<file path="src/rtl/shift_seq_pkg.sv">
// Shared encodings for the multi-cycle shift sequencer.
// Op codes, ALU control words and FSM states.
package shift_seq_pkg;

   localparam logic [1:0] OP_SLL = 2'b00;
   localparam logic [1:0] OP_SRL = 2'b01;
   localparam logic [1:0] OP_SRA = 2'b10;
   localparam logic [1:0] OP_ILL = 2'b11;

   localparam logic [3:0] ALU_ADD = 4'b0000;
   localparam logic [3:0] ALU_SLL = 4'b0101;
   localparam logic [3:0] ALU_SRL = 4'b0110;
   localparam logic [3:0] ALU_SRA = 4'b0111;

   typedef enum logic [1:0] {
      IDLE,
      SHIFT,
      DONE
   } state_e;

   function automatic logic [3:0] alu_ctl(input logic [1:0] op);
      logic [3:0] ctl;
      case (op)
         OP_SLL:  ctl = ALU_SLL;
         OP_SRL:  ctl = ALU_SRL;
         OP_SRA:  ctl = ALU_SRA;
         default: ctl = ALU_ADD;
      endcase
      return ctl;
   endfunction

endpackage

</file>
<file path="src/rtl/shift_sequencer.sv">
// Variable-distance SLL/SRL/SRA built from the ALU's shift-by-1 ops.
// Define SHIFT_SEQ_BACK2BACK_EN to accept a new request in the DONE cycle.
module shift_sequencer
   import shift_seq_pkg::*;
#(
   parameter int WIDTH   = 32,
   parameter int SHAMT_W = 5
) (
   input  logic               clk,
   input  logic               rst,
   input  logic               req_valid,
   output logic               req_ready,
   input  logic [1:0]         req_op,
   input  logic [WIDTH-1:0]   req_data,
   input  logic [SHAMT_W-1:0] req_shamt,
   input  logic               flush,
   output logic               rsp_valid,
   input  logic               rsp_ready,
   output logic [WIDTH-1:0]   rsp_data,
   output logic               rsp_err,
   output logic [WIDTH-1:0]   alu_operand_a,
   output logic [WIDTH-1:0]   alu_operand_b,
   output logic [3:0]         alu_control,
   input  logic [WIDTH-1:0]   alu_result,
   output logic               busy
);

   state_e             state_q, state_d;
   logic [WIDTH-1:0]   acc_q, acc_d;
   logic [SHAMT_W-1:0] count_q, count_d;
   logic [1:0]         op_q, op_d;
   logic               err_q, err_d;
   logic               accept;

   assign busy          = (state_q != IDLE);
   assign alu_operand_b = '0;
   assign accept        = req_valid && req_ready;

   always_comb begin
      req_ready = 1'b0;
      unique case (state_q)
         IDLE:    req_ready = !flush;
`ifdef SHIFT_SEQ_BACK2BACK_EN
         DONE:    req_ready = rsp_ready && !flush;
`endif
         default: req_ready = 1'b0;
      endcase
   end

   always_comb begin
      state_d       = state_q;
      acc_d         = acc_q;
      count_d       = count_q;
      op_d          = op_q;
      err_d         = err_q;
      alu_operand_a = '0;
      alu_control   = ALU_ADD;
      rsp_valid     = 1'b0;
      rsp_data      = '0;
      rsp_err       = 1'b0;

      unique case (state_q)
         IDLE: ;
         SHIFT: begin
            alu_operand_a = acc_q;
            alu_control   = alu_ctl(op_q);
            acc_d         = alu_result;
            if (count_q != '0)
               count_d = count_q - 1'b1;
            if (count_q <= SHAMT_W'(1))
               state_d = DONE;
            if (flush) begin
               state_d = IDLE;
               err_d   = 1'b0;
            end
         end
         DONE: begin
            rsp_valid = 1'b1;
            rsp_data  = acc_q;
            rsp_err   = err_q;
            if (flush || rsp_ready) begin
               state_d = IDLE;
               err_d   = 1'b0;
            end
         end
         default: state_d = IDLE;
      endcase

      // A new request overrides whatever the current state decided.
      if (accept) begin
         acc_d   = req_data;
         op_d    = req_op;
         count_d = req_shamt;
         err_d   = (req_op == OP_ILL);
         if (req_op == OP_ILL || req_shamt == '0)
            state_d = DONE;
         else
            state_d = SHIFT;
      end
   end

   always_ff @(posedge clk) begin
      if (rst) begin
         state_q <= IDLE;
         acc_q   <= '0;
         count_q <= '0;
         op_q    <= OP_SLL;
         err_q   <= 1'b0;
      end else begin
         state_q <= state_d;
         acc_q   <= acc_d;
         count_q <= count_d;
         op_q    <= op_d;
         err_q   <= err_d;
      end
   end

endmodule

</file>
<file path="config.mk">
export PLATFORM = sky130hd
export DESIGN_NAME = shift_sequencer
export DESIGN_NICKNAME = d
export VERILOG_FILES = /design/src/rtl/shift_seq_pkg.sv /design/src/rtl/shift_sequencer.sv
export SDC_FILE = /design/constraint.sdc
export NUM_CORES = 1
export LEC_CHECK = 0
export BUFFER_PORTS_ARGS = -buffer_cell sky130_fd_sc_hd__buf_4
export CAP_MARGIN = 10
export CORE_ASPECT_RATIO = 1.75
export CORE_UTILIZATION = 44
export DETAILED_ROUTE_END_ITERATION = 10
export HOLD_SLACK_MARGIN = 0.02
export PLACE_DENSITY = 0.81
export REMOVE_ABC_BUFFERS = 1
export SKIP_CTS_REPAIR_TIMING = 1
export SLEW_MARGIN = 20
export SYNTH_ARGS = -nofsm -noshare
export SYNTH_HDL_FRONTEND = slang
export SYNTH_SLANG_ARGS = --single-unit
</file>
<file path="constraint.sdc">
create_clock -name clk -period 2 [get_ports clk]
set_input_delay 0.2 -clock clk [delete_from_list [all_inputs] [get_ports clk]]
set_output_delay 0.2 -clock clk [all_outputs]
set_load 0.02 [all_outputs]
</file>
==> flow_metrics.tcl <==
set metrics [dict create \
    die_area_mm2 0.00711 \
    setup_slack_ns 0.157 \
    synthAdderAreaFrac_pct 2.10 \
    synth-async-reset-ratio_pct 0 \
    final_nets 582 \
    tightest_slew_ns 0.553 \
    muxShareOfSynthArea_pct 0 \
    grt_max_degree 51 \
    rr_startpoint "count_q[0]" \
    crit_type "flip-flop to output port" \
    crit_fanout 24 \
    ant_nets 0 \
    syn_area_mm2 0.00298 \
    p_sw_w 0.000667 \
    grt_pass1_vias 2861 \
    final-setup-viol-count 0 \
    ir_drop_mv 0.512 \
    rsz0062_at_grt "false" \
    ys.flop_type "dfxtp_1" \
    hold_path.class "input pin to flip-flop" \
    place_area_mm2 0.00399 \
    p_int_w 0.00177 \
    dr.pass1.iters 5 \
    num_vias 2997 \
    antenna_found_initial 0 \
    area_delta_synth_final_pct 39.7 \
    switching_share_pct 27.4 \
    required_ns 1.80 \
    die-height_um 111 \
    final.fill_count 584 \
    endpoint "rsp_data[28]" \
    synth-edff-count 0 \
    clock-sinks 42 \
    rows 39 \
    detail_route.wl_per_cell_um 14.8 \
    grt_overflow 0 \
    io_pins 180 \
    drive_gt1_share_pct 41.1 \
    synth_compound_area_share_pct 22.2 \
    critPathLaunchType "flip-flop" \
    dp_hpwl_um 6550 \
    viasPerCell 5.14 \
    slew_violations 0 \
    antennaDiodeCount 0 \
    htreeDepth 2 \
    drc 0 \
    drtIter0Drc 163 \
    dp_slack_ns 0.230 \
    r2r_end "count_q[0]" \
    hold_viol_final 0 \
    worstSkewPairLatency_ns 0.28 \
    synthSimpleGateAreaFrac_pct 32.5 \
    grt_pass1_wl_um 13500 \
    coreArea_mm2 0.00654 \
    power_frac_clock_pct 38.2 \
    max-slew-margin-rel_pct 63.2 \
    comb_power_share_pct 22.2 \
    ys_seq_elements 42 \
    synth_warnings 0 \
    ys_seq_area_share_pct 28.2 \
    clk_pin_slew_ns 0.06 \
    cts_tree "yes" \
    netlist_instances 368 \
    synth-xor-area-share_pct 0 \
    cts_buffer_depth 2 \
    avgSynthCellArea_um2 8.09 \
    grt_usage_pct 24.1 \
    status "complete, no violations" \
    drt-total-wl_um 8630 \
    critPathCaptureType "output port" \
    p_per_area_mw_per_mm2 586 \
    port_buffers 146 \
    drv_cap 0 \
    fp.dieW_um 64.2 \
    p_total_w 0.00244 \
    final_area_mm2 0.00416 \
    fin_util_pct 63.6 \
    fmax_mhz 543 \
    ff2ff_path_depth 5 \
    finalCritPeriodShare_pct 92.1 \
    multi_input_area_mm2 0.00183 \
    place.gp.congestion 0.834 \
    final-seq-area_um2 841 \
    finClkSkew_ns 0.00308 \
    start_util_pct 45.5 \
    cts_buffers 5 \
    fin_crit_ns 1.84 \
    startpoint "state_q[1]" \
    ff2ff_setup_slack_ns 0.22 \
    synth_top_family_by_area "simple AND/OR/NAND/NOR gates" \
    p_leak_nw 1.90 \
    crit_arrival_ns 1.64 \
    p_seq_share_pct 39.6 \
    synth_cell_type_count 41 \
    cts_root_buf "clkbuf_16" \
]
-- final cells by class --
type / instances / share of cell area, %
inverters: 5 / 0.451
clock inverters: 1 / 0.722
flip-flops and latches: 42 / 20.2
repair buffers: 158 / 28.8
multi-input cells: 289 / 44.0
well taps: 82 / 2.47
clock buffers: 6 / 3.34
-- how the worst min path moves through the flow --
stage,from,end,cells after the start
2_1_floorplan,rst,acc_q[0],1
6_report,req_op[0],op_q[0],3
3_3_place_gp,req_op[0],op_q[0],3
5_1_grt,req_op[0],op_q[0],3
4_1_cts,req_op[0],op_q[0],3
3_5_place_dp,req_op[0],op_q[0],3
-- cell usage after synthesis, drive strengths merged (2+ instances only) --
cell | instances | area share, %
a2111oi | 3 | 1.1
a211oi | 4 | 1.0
a21oi | 7 | 1.2
a311oi | 32 | 16
and2 | 67 | 14
buf | 47 | 12
clkbuf | 17 | 2.1
dfxtp | 42 | 28
ha | 5 | 2.1
inv | 5 | 0.63
nand2 | 70 | 8.8
nand3b | 2 | 0.50
nor2 | 39 | 4.9
nor2b | 2 | 0.42
nor3 | 2 | 0.34
o21ai | 2 | 0.34
or3 | 2 | 0.42
or4b | 2 | 0.67
-- placed cells by master (no fill, tap or decap), types with 5 or more instances in the layout --
master | synthesis | layout
a21oi_1 | 7 | 7
a311oi_2 | 32 | 32
and2_1 | 67 | 67
buf_4 | 35 | 157
clkbuf_16 | 0 | 5
conb_1 | 1 | 33
dfxtp_1 | 42 | 42
ha_1 | 5 | 5
inv_1 | 5 | 5
nand2_1 | 70 | 70
nor2_1 | 39 | 39
-- cell families (layout without fill, tap and decap cells) --
group / count (synthesis) / in the layout
AOI/OAI and AO/OA: 57 / 57
adders and majority gates: 5 / 5
buffers and inverters: 69 / 170
DFF: 42 / 42
other: 1 / 33
and+or+nand+nor: 194 / 194
-- flip-flops by register name (all words and copies together) (netlist names) --
name     count
count_q      5
err_q        1
state_q      2
op_q         2
acc_q       32
-- stage by stage --
step / std cells / hold WS (ns) / setup TNS (ns)
after global routing: 583 / 0.196 / 0
final: 583 / 0.180 / 0
after global placement: 576 / 0.461 / 0
after CTS: 583 / 0.176 / 0
after detailed placement: 576 / 0.467 / 0
after floorplan: 336 / 0.268 / -66.36
-- power by group through the flow --
stage,clock (W),sequential [W],combinational [W]
after detailed placement,0,0.000982,0.000540
after global placement,0,0.000979,0.000523
after global routing,0.000975,0.000977,0.000587
final,0.000931,0.000965,0.000541
after floorplan,0,0.000957,0.000311
after CTS,0.000939,0.000965,0.000542
-- critical path: stages (launching register included) --
cell and delay [ns]:
dfxtp_1 0.54, nor2b_2 0.24, buf_4 0.26, and2_1 0.17, buf_4 0.14
-- layer usage --
layer,vias to the layer above,wire [um],track usage [%]
met3,33,425,3.09
met1,1393,3050,26.3
li1,1432,-,-
met2,139,4770,44.0
met5,-,0,0
met4,0,380,12.0
No activity file was read; power rests on OpenSTA's default activity.
